===== src/rtl/mac_job_scheduler.sv =====
// Job sequencer for a single MAC unit: runs T back-to-back dot products of length K,
// streaming gapless operands into the unit and returning each tile result on a valid/ready port.
module mac_job_scheduler #(
  parameter int MULER_WIDTH  = 8,
  parameter int NUM_WIDTH    = 8,
  parameter int OUTPUT_WIDTH = 32,
  parameter int MULER_DELAY  = 1,
  parameter int TILE_WIDTH   = 8
) (
  input  logic                      clk,
  input  logic                      rst,
  input  logic                      cmd_valid,
  output logic                      cmd_ready,
  input  logic [NUM_WIDTH-1:0]      cmd_len,
  input  logic [TILE_WIDTH-1:0]     cmd_tiles,
  input  logic                      op_valid,
  output logic                      op_ready,
  input  logic [2*MULER_WIDTH-1:0]  op_data,
  output logic                      mac_num_valid,
  output logic [NUM_WIDTH-1:0]      mac_num,
  output logic [2*MULER_WIDTH-1:0]  mac_data,
  input  logic                      mac_data_ready,
  input  logic [OUTPUT_WIDTH-1:0]   mac_result,
  output logic                      res_valid,
  input  logic                      res_ready,
  output logic [OUTPUT_WIDTH-1:0]   res_data,
  output logic                      res_last,
  output logic                      busy,
  output logic                      err
);

  localparam int WD_W = $clog2((1 << NUM_WIDTH) + MULER_DELAY + 6);

  typedef enum logic [2:0] {
    IDLE, LOAD, STREAM, DRAIN, CAPTURE, OUTPUT
  } state_t;

  state_t                  state, state_nxt;
  logic [NUM_WIDTH-1:0]    k_q;
  logic [TILE_WIDTH-1:0]   tiles_left;
  logic [NUM_WIDTH-1:0]    beat_cnt;
  logic [WD_W-1:0]         wd_cnt;
  logic [WD_W-1:0]         wd_limit;
  logic                    cmd_bad;
  logic                    last_tile;
  logic                    wd_expired;

  assign cmd_bad    = (cmd_len == '0) || (cmd_tiles == '0);
  assign last_tile  = (tiles_left == TILE_WIDTH'(1));
  // Watchdog counts cycles since the LOAD pulse; the unit must answer within K + delay + margin.
  assign wd_limit   = WD_W'(k_q) + WD_W'(MULER_DELAY + 4);
  assign wd_expired = (wd_cnt >= wd_limit);
  assign busy       = (state != IDLE);

  always_ff @(posedge clk or posedge rst) begin
    if (rst) state <= IDLE;
    else     state <= state_nxt;
  end

  always_comb begin
    state_nxt     = state;
    cmd_ready     = 1'b0;
    op_ready      = 1'b0;
    mac_num_valid = 1'b0;
    mac_num       = '0;
    mac_data      = '0;
    res_valid     = 1'b0;
    case (state)
      IDLE: begin
        cmd_ready = 1'b1;
        if (cmd_valid && !cmd_bad) state_nxt = LOAD;
      end
      LOAD: begin
        if (op_valid) begin
          mac_num_valid = 1'b1;
          mac_num       = k_q - 1'b1;
          state_nxt     = STREAM;
        end
      end
      STREAM: begin
        // The MAC counter is cycle-based, so a bubble still occupies a beat and injects zero.
        op_ready = 1'b1;
        if (op_valid) mac_data = op_data;
        if (beat_cnt == NUM_WIDTH'(1)) state_nxt = DRAIN;
      end
      DRAIN: begin
        if (mac_data_ready)  state_nxt = CAPTURE;
        else if (wd_expired) state_nxt = IDLE;
      end
      CAPTURE: state_nxt = OUTPUT;
      OUTPUT: begin
        res_valid = 1'b1;
        if (res_ready) state_nxt = last_tile ? IDLE : LOAD;
      end
      default: state_nxt = IDLE;
    endcase
  end

  always_ff @(posedge clk or posedge rst) begin
    if (rst) begin
      k_q        <= '0;
      tiles_left <= '0;
      beat_cnt   <= '0;
      wd_cnt     <= '0;
      res_data   <= '0;
      res_last   <= 1'b0;
      err        <= 1'b0;
    end else begin
      case (state)
        IDLE: begin
          if (cmd_valid) begin
            k_q        <= cmd_len;
            tiles_left <= cmd_tiles;
            err        <= cmd_bad;
          end
        end
        LOAD: begin
          if (op_valid) begin
            beat_cnt <= k_q;
            wd_cnt   <= WD_W'(1);
          end
        end
        STREAM: begin
          beat_cnt <= beat_cnt - 1'b1;
          wd_cnt   <= wd_cnt + 1'b1;
          if (!op_valid) err <= 1'b1;
        end
        DRAIN: begin
          wd_cnt <= wd_cnt + 1'b1;
          if (!mac_data_ready && wd_expired) err <= 1'b1;
        end
        CAPTURE: begin
          // result_r in the unit settles one cycle after data_ready, i.e. now.
          res_data <= mac_result;
          res_last <= last_tile;
        end
        OUTPUT: begin
          if (res_ready && !last_tile) tiles_left <= tiles_left - 1'b1;
        end
        default: ;
      endcase
    end
  end

endmodule


===== config.mk =====
export PLATFORM = sky130hd
export DESIGN_NAME = mac_job_scheduler
export DESIGN_NICKNAME = d
export VERILOG_FILES = /design/src/rtl/mac_job_scheduler.sv
export SDC_FILE = /design/constraint.sdc
export NUM_CORES = 1
export LEC_CHECK = 0
export CORE_MARGIN = 3
export CORE_UTILIZATION = 51
export CTS_BUF_LIST = sky130_fd_sc_hd__clkbuf_4 sky130_fd_sc_hd__clkbuf_8
export DETAILED_ROUTE_END_ITERATION = 7
export GPL_ROUTABILITY_DRIVEN = 0
export HOLD_SLACK_MARGIN = 0.08
export PLACE_DENSITY = 0.89
export SLEW_MARGIN = 20
export SYNTH_ARGS = -nofsm -noshare
export SYNTH_HDL_FRONTEND = slang
export SYNTH_SLANG_ARGS = --single-unit

===== constraint.sdc =====
create_clock -name clk -period 4.1 [get_ports clk]
set_input_delay 0.615 -clock clk [delete_from_list [all_inputs] [get_ports clk]]
set_output_delay 0.615 -clock clk [all_outputs]
set_load 0.02 [all_outputs]

==> reports/qor.yml <==
logic_synthesis:
  yosysUniqueCellTypes: 54
  avgSynthCellArea_um2: 10.4
  syn_nets: 457
  synth_edf_count: 0
  ys_ff_latch: 70
  synthFlopType: "dfrtp_1"
  postSynth.asyncResetShare_pct: 100
  yosysSeqAreaShare_pct: 45.6
  yosysWarningCount: 0
  netlist_area_mm2: 0.00384
  synth_cells: 371
clock_tree:
  clock_latency_ns: 0.35
  cts_inserted_buffers: 9
  cts_hold_buf: 0
  clk_root_buffer_cell: "clkbuf_8"
  post_cts_resized: 0
  cts_tree: "yes"
  post_cts_buffers: 0
  clock_sinks: 70
  clk_path_buf_depth: 2
  clkTransAtPathRegs_ns: 0.07
  htree_levels: 3
setup_path:
  required_ns: 3.48
  end_kind: "output port"
  critical_path_buf_inv_count: 1
  slowest_delay_ns: 0.61
  path_max_fanout: 11
  critical_path.cell_chain: "nor3_1, nand2_1, or3_1, a21oi_1, clkdlybuf4s50_1"
  reg2reg_from: "k_q[2]$_DFFE_PP0P_"
  regToRegSetupSlack_ns: 1.67
  critical_path.slowest_cell: "clkdlybuf4s50_1"
  worstReg2RegEnd: "state[0]$_DFFE_PP0P_"
  start_kind: "flip-flop"
  setup.worst_path.start: "k_q[2]$_DFFE_PP0P_"
  crit_family: "simple AND/OR/NAND/NOR gates"
  crit_type: "reg2out"
  r2r_cells: 8
  arrival_ns: 2.50
min_path:
  min_path_type: "reg2reg"
  holdPathStages: 1
  min_from: "beat_cnt[7]$_DFFE_PP0P_"
  min_to: "beat_cnt[7]$_DFFE_PP0P_"
sta:
  fmax_mhz: 321
  relSlewSlack_pct: 44.1
  skew_ns: 0.00576
  tightest_slew_ns: 0.837
  timing.final.crit_share_pct: 76.0
  min_period_ns: 3.12
  setup_tns_ns: 0
  report.final.slew_viol_count: 0
  setup_viol: 0
  report.final.hold_viol_count: 0
  grt_setup_unrepaired: "false"
cells_and_area:
  final_cell_mix: "clkdlybuf4s50_1 (132), dfrtp_1 (70), mux2_2 (38), nand2_1 (22), nor2_1 (22)"
  n_fill_cell: 509
  areaGrowthSynthToFinish_pct: 41.8
  final_nets: 587
  drive_gt1_share_pct: 14.2
  final_common_cell: "clkdlybuf4s50_1"
  finalNonFillerCells: 605
  design_area_mm2: 0.00545
  num_antenna_cells: 0
  utilization_pct: 74.7
die:
  dieWidth_um: 92.8
  die_h_um: 92.8
  core_area_mm2: 0.00729
  io_pins: 133
  die_area_mm2: 0.00861
  rows: 31
  start_util_pct: 52.7
placement:
  place_area_mm2: 0.00528
  dp.cells: 589
  port_buffers: 132
  hpwl_um: 8030
global_routing:
  grt_max_degree: 42
  grt_use_total_pct: 26.4
  grt_pass1_wl_um: 17800
  antenna_found_initial: 0
  grt_overflow_total: 0
  first_global_vias: 3538
drt:
  routed_wirelength_um: 11100
  drc: 0
  dr.pass1.iters: 5
  post_drt_wl_per_cell_um: 18.4
  ant_nets: 0
  first_iter_violations: 220
  viasPerCell: 5.75
  vias: 3477
power:
  power.density_mw_per_mm2: 736
  fin_total_pwr_w: 0.00401
  static-leakage-power_nw: 2.33
  vdd_ir_drop_max_v: 0.000444
job:
  maxCapViolations: 0
status:
  status: "finished clean"
[kinds of logic (layout without fill, tap and decap cells)]
group | count (synthesis) | after routing | share of synthesized area, %
AND/OR/NAND/NOR | 115 | 115 | 16.2
multiplexers | 41 | 41 | 12.1
XOR/XNOR | 14 | 14 | 3.19
AO/OA/AOI/OAI | 76 | 76 | 13.9
adder cells (fa/ha/maj) | 16 | 16 | 5.21
flip-flops | 70 | 70 | 45.6
buffers and inverters | 39 | 174 | 3.88
[state kept, by name, summed over array words and instances (netlist names)]
name and count:
tiles_left 8, res_data 32, state 3, k_q 8, res_last 1, wd_cnt 9
beat_cnt 8, err 1
[final cells by class]
| class | count | area (um^2) | area share [%] |
|---|---|---|---|
| inverter | 19 | 71.3 | 1.31 |
| sequential | 70 | 1750 | 32.2 |
| multi-input combinational | 262 | 1960 | 35.9 |
| clock buffer | 10 | 131 | 2.41 |
| tap | 99 | 124 | 2.27 |
| clock inverter | 6 | 38.8 | 0.712 |
| timing repair buffer | 139 | 1370 | 25.2 |
[per-stage QoR]
stage,setup slack [ns],hold WS [ns]
floorplan,1.72,0.448
global placement,1.06,0.474
detailed placement,1.02,0.480
CTS,0.983,0.492
global route,0.805,0.513
finish,0.983,0.491
[metal layers]
metal  track usage [%]  vias to the layer above  share of wire [%]
met5                 0                        -                  0
met4              8.55                        0                1.8
met3              5.85                       22                7.8
met2              46.1                      181                 51
met1              32.2                     1649                 40
li1                  -                     1625                  -
[where the power goes]
group	total [W]	switching, W	internal [W]
registers	0.00139	0.000375	0.00101
clock network	0.000491	0.000267	0.000224
logic	0.00213	0.00107	0.00106
[synthesized netlist by cell type, types with 3 or more instances]
cell	n	area share (%)
nor4_1	6	0.98
nand2b_1	3	0.49
inv_1	19	1.9
nor3b_1	3	0.59
ha_1	16	5.2
nand2_1	22	2.1
a21oi_1	12	1.6
nor2_1	23	2.2
dfrtp_1	70	46
nand4_1	3	0.49
o2bb2ai_1	4	0.91
xnor2_1	4	0.91
mux2_2	38	11
a21o_1	4	0.78
and3_1	18	2.9
o21ai_0	17	2.2
xor2_1	10	2.3
nand3_1	12	1.6
a32oi_1	3	0.68
o211ai_1	5	0.98
nor3_1	9	1.2
a211oi_1	5	0.98
nand3b_1	4	0.78
o22ai_1	6	0.98
clkbuf_1	17	1.7
[worst max path at each step]
stage / to / slack (ns) / depth (start not counted)
after global placement: mac_num_valid / 1.06 / 5
after global routing: mac_num[7] / 0.81 / 5
final: mac_num[7] / 0.98 / 5
after CTS: mac_num[7] / 0.98 / 5
after detailed placement: mac_num_valid / 1.02 / 5
after floorplan: beat_cnt[0]$_DFFE_PP0P_ / 1.72 / 1
(Power assumes the default switching activity.)
==> RTL edit, RTL diff (same flow settings) <==
The parameter `NUM_WIDTH` goes from 8 to 7.
--- a/src/rtl/mac_job_scheduler.sv
+++ b/src/rtl/mac_job_scheduler.sv
@@ -4,3 +4,3 @@
   parameter int MULER_WIDTH  = 8,
-  parameter int NUM_WIDTH    = 8,
+  parameter int NUM_WIDTH    = 7,
   parameter int OUTPUT_WIDTH = 32,
Interface: changed (resized cmd_len and mac_num); port bits go from 133 to 131. No check against the original RTL was run, so the function may have changed too.
==> RTL edit against the original RTL <==
Total power is 4.1% lower; non-clock buffer count decreased by 4; setup slack worse by 140 ps; clock power grew 27%; utilization increased by 3.8 points; count of clock-buffer cells in the layout unchanged; synthesized area shrank 6.9%; final area down 5.3%; final cell count fell by 5.5%; first-iteration DRC count fell by 24%; fmax shrank 4.2%; worst hold slack improved by 18 ps; wire length down 13%; sequential cell count down 3; largest power group unchanged.
==> RTL edit: results (changes against the original RTL) <==
Final layout
  • Largest regs: res_data (32), tiles_left (8), wd_cnt (8) (was res_data (32), wd_cnt (9))
  • Layout cells sized above 1: 13.8% (was 14.2%)
  • Nets: 558 (was 587)

Power
  • Power after layout: 3.84 mW (was 4.01 mW)
  • P_clk: 0.622 mW (was 0.491 mW)
  • Peak VDD IR: 0.000486 V (was 0.000444 V)
  • Comb pwr: 1.93 mW (was 2.13 mW)
  • Sw power: 1.55 mW (was 1.72 mW)

Hold path
  • Hold Path Origin: wd_cnt[7]$_DFFE_PP0P_ (was beat_cnt[7]$_DFFE_PP0P_)
  • Hold EP: wd_cnt[7]$_DFFE_PP0P_ (was beat_cnt[7]$_DFFE_PP0P_)

Logic synthesis
  • Synth Area in Adders: 5.25% (was 5.21%)
  • Post-synthesis compound-gate area fraction: 12.6% (was 13.9%)
  • Ranking of synthesized cells by area: dfrtp_1 (47%), mux2_2 (12%), ha_1 (5.2%) (was dfrtp_1 (46%), mux2_2 (11%), ha_1 (5.2%))
  • Synth unique cells: 51 (was 54)
  • Synth top cells by count: dfrtp_1 (67), mux2_2 (37), nor2_1 (31) (was dfrtp_1 (70), mux2_2 (38), nor2_1 (23))
  • Mux cell area share after synthesis: 12.2% (was 12.1%)

Setup path
  • R2r setup slk: 1750 ps (was 1670 ps)
  • CP endpoint: mac_num[3] (was mac_num[7])
  • Arr. time, crit path: 2640 ps (was 2500 ps)
  • Reg-to-Reg Start: k_q[3]$_DFFE_PP0P_ (was k_q[2]$_DFFE_PP0P_)
  • CP Max Fanout: 15 (was 11)
  • Crit path from: state[0]$_DFFE_PP0P_ (was k_q[2]$_DFFE_PP0P_)

Drt
  • WL final: 9670 um (was 11,100 um)
  • Metal2 WL: 4940 um (was 5650 um)
  • Starting DRT DRC Count: 168 (was 220)
  • Metal3 WL: 851 um (was 872 um)
  • First-pass DRT Iterations: 4 (was 5)
  • Vias: 3,231 (was 3,477)
  • Per-cell routed wire length: 16.9 um (was 18.4 um)

STA
  • Hold Slack: 509 ps (was 491 ps)
  • Clk_skew: 5.24 ps (was 5.76 ps)
  • Minimum clock period: 3250 ps (was 3120 ps)
  • Max_slew headroom: 42.4% (was 44.1%)

Global route
  • Largest net degree at the start of global routing: 52 (was 42)
  • First-pass GRT wire length: 16,100 um (was 17,800 um)
  • GRT Util Overall: 24.7% (was 26.4%)
  • Grt met3 use: 8.51% (was 5.85%)
  • GR Util met1: 29.6% (was 32.2%)
  • M2 GR Usage: 41.9% (was 46.1%)

Placement
  • Post-DP HPWL: 7190 um (was 8030 um)
  • Placed inst area: 4930 sq um (was 5280 sq um)

Floorplan
  • Die W: 89.8 um (was 92.8 um)

Outcome
  • Outcome: finished clean (unchanged)
## RTL edit: changes by cell type after synthesis, moves of 3 or more
cell,change
o22ai_1,-4
o2bb2ai_1,-4
a21o_1,-4
nor2_1,+8
dfrtp_1,-3
clkbuf_1,-6
inv_1,-6
xor2_1,-3
nand3b_1,-3
nand3_1,-6
o31ai_1,+3
a21oi_1,+4
## RTL edit: final cells by class
| cell class | count | area (sq um) |
|---|---|---|
| Tap cell | 93 | 116 |
| Clock inverter | 6 | 88.8 |
| Timing Repair Buffer | 135 | 1340 |
| Sequential cell | 67 | 1680 |
| Inverter | 16 | 61.3 |
| Fill cell | 437 | 1410 |
| Multi-Input combinational cell | 245 | 1740 |
| Clock buffer | 10 | 138 |
## RTL edit: worst max-delay path, stage by stage (launching register included)
cell             delay [ps]
dfrtp_1                 640
nor3b_1                 310
nand2_1                 320
buf_4                   270
nor2_1                  120
clkdlybuf4s50_1         620
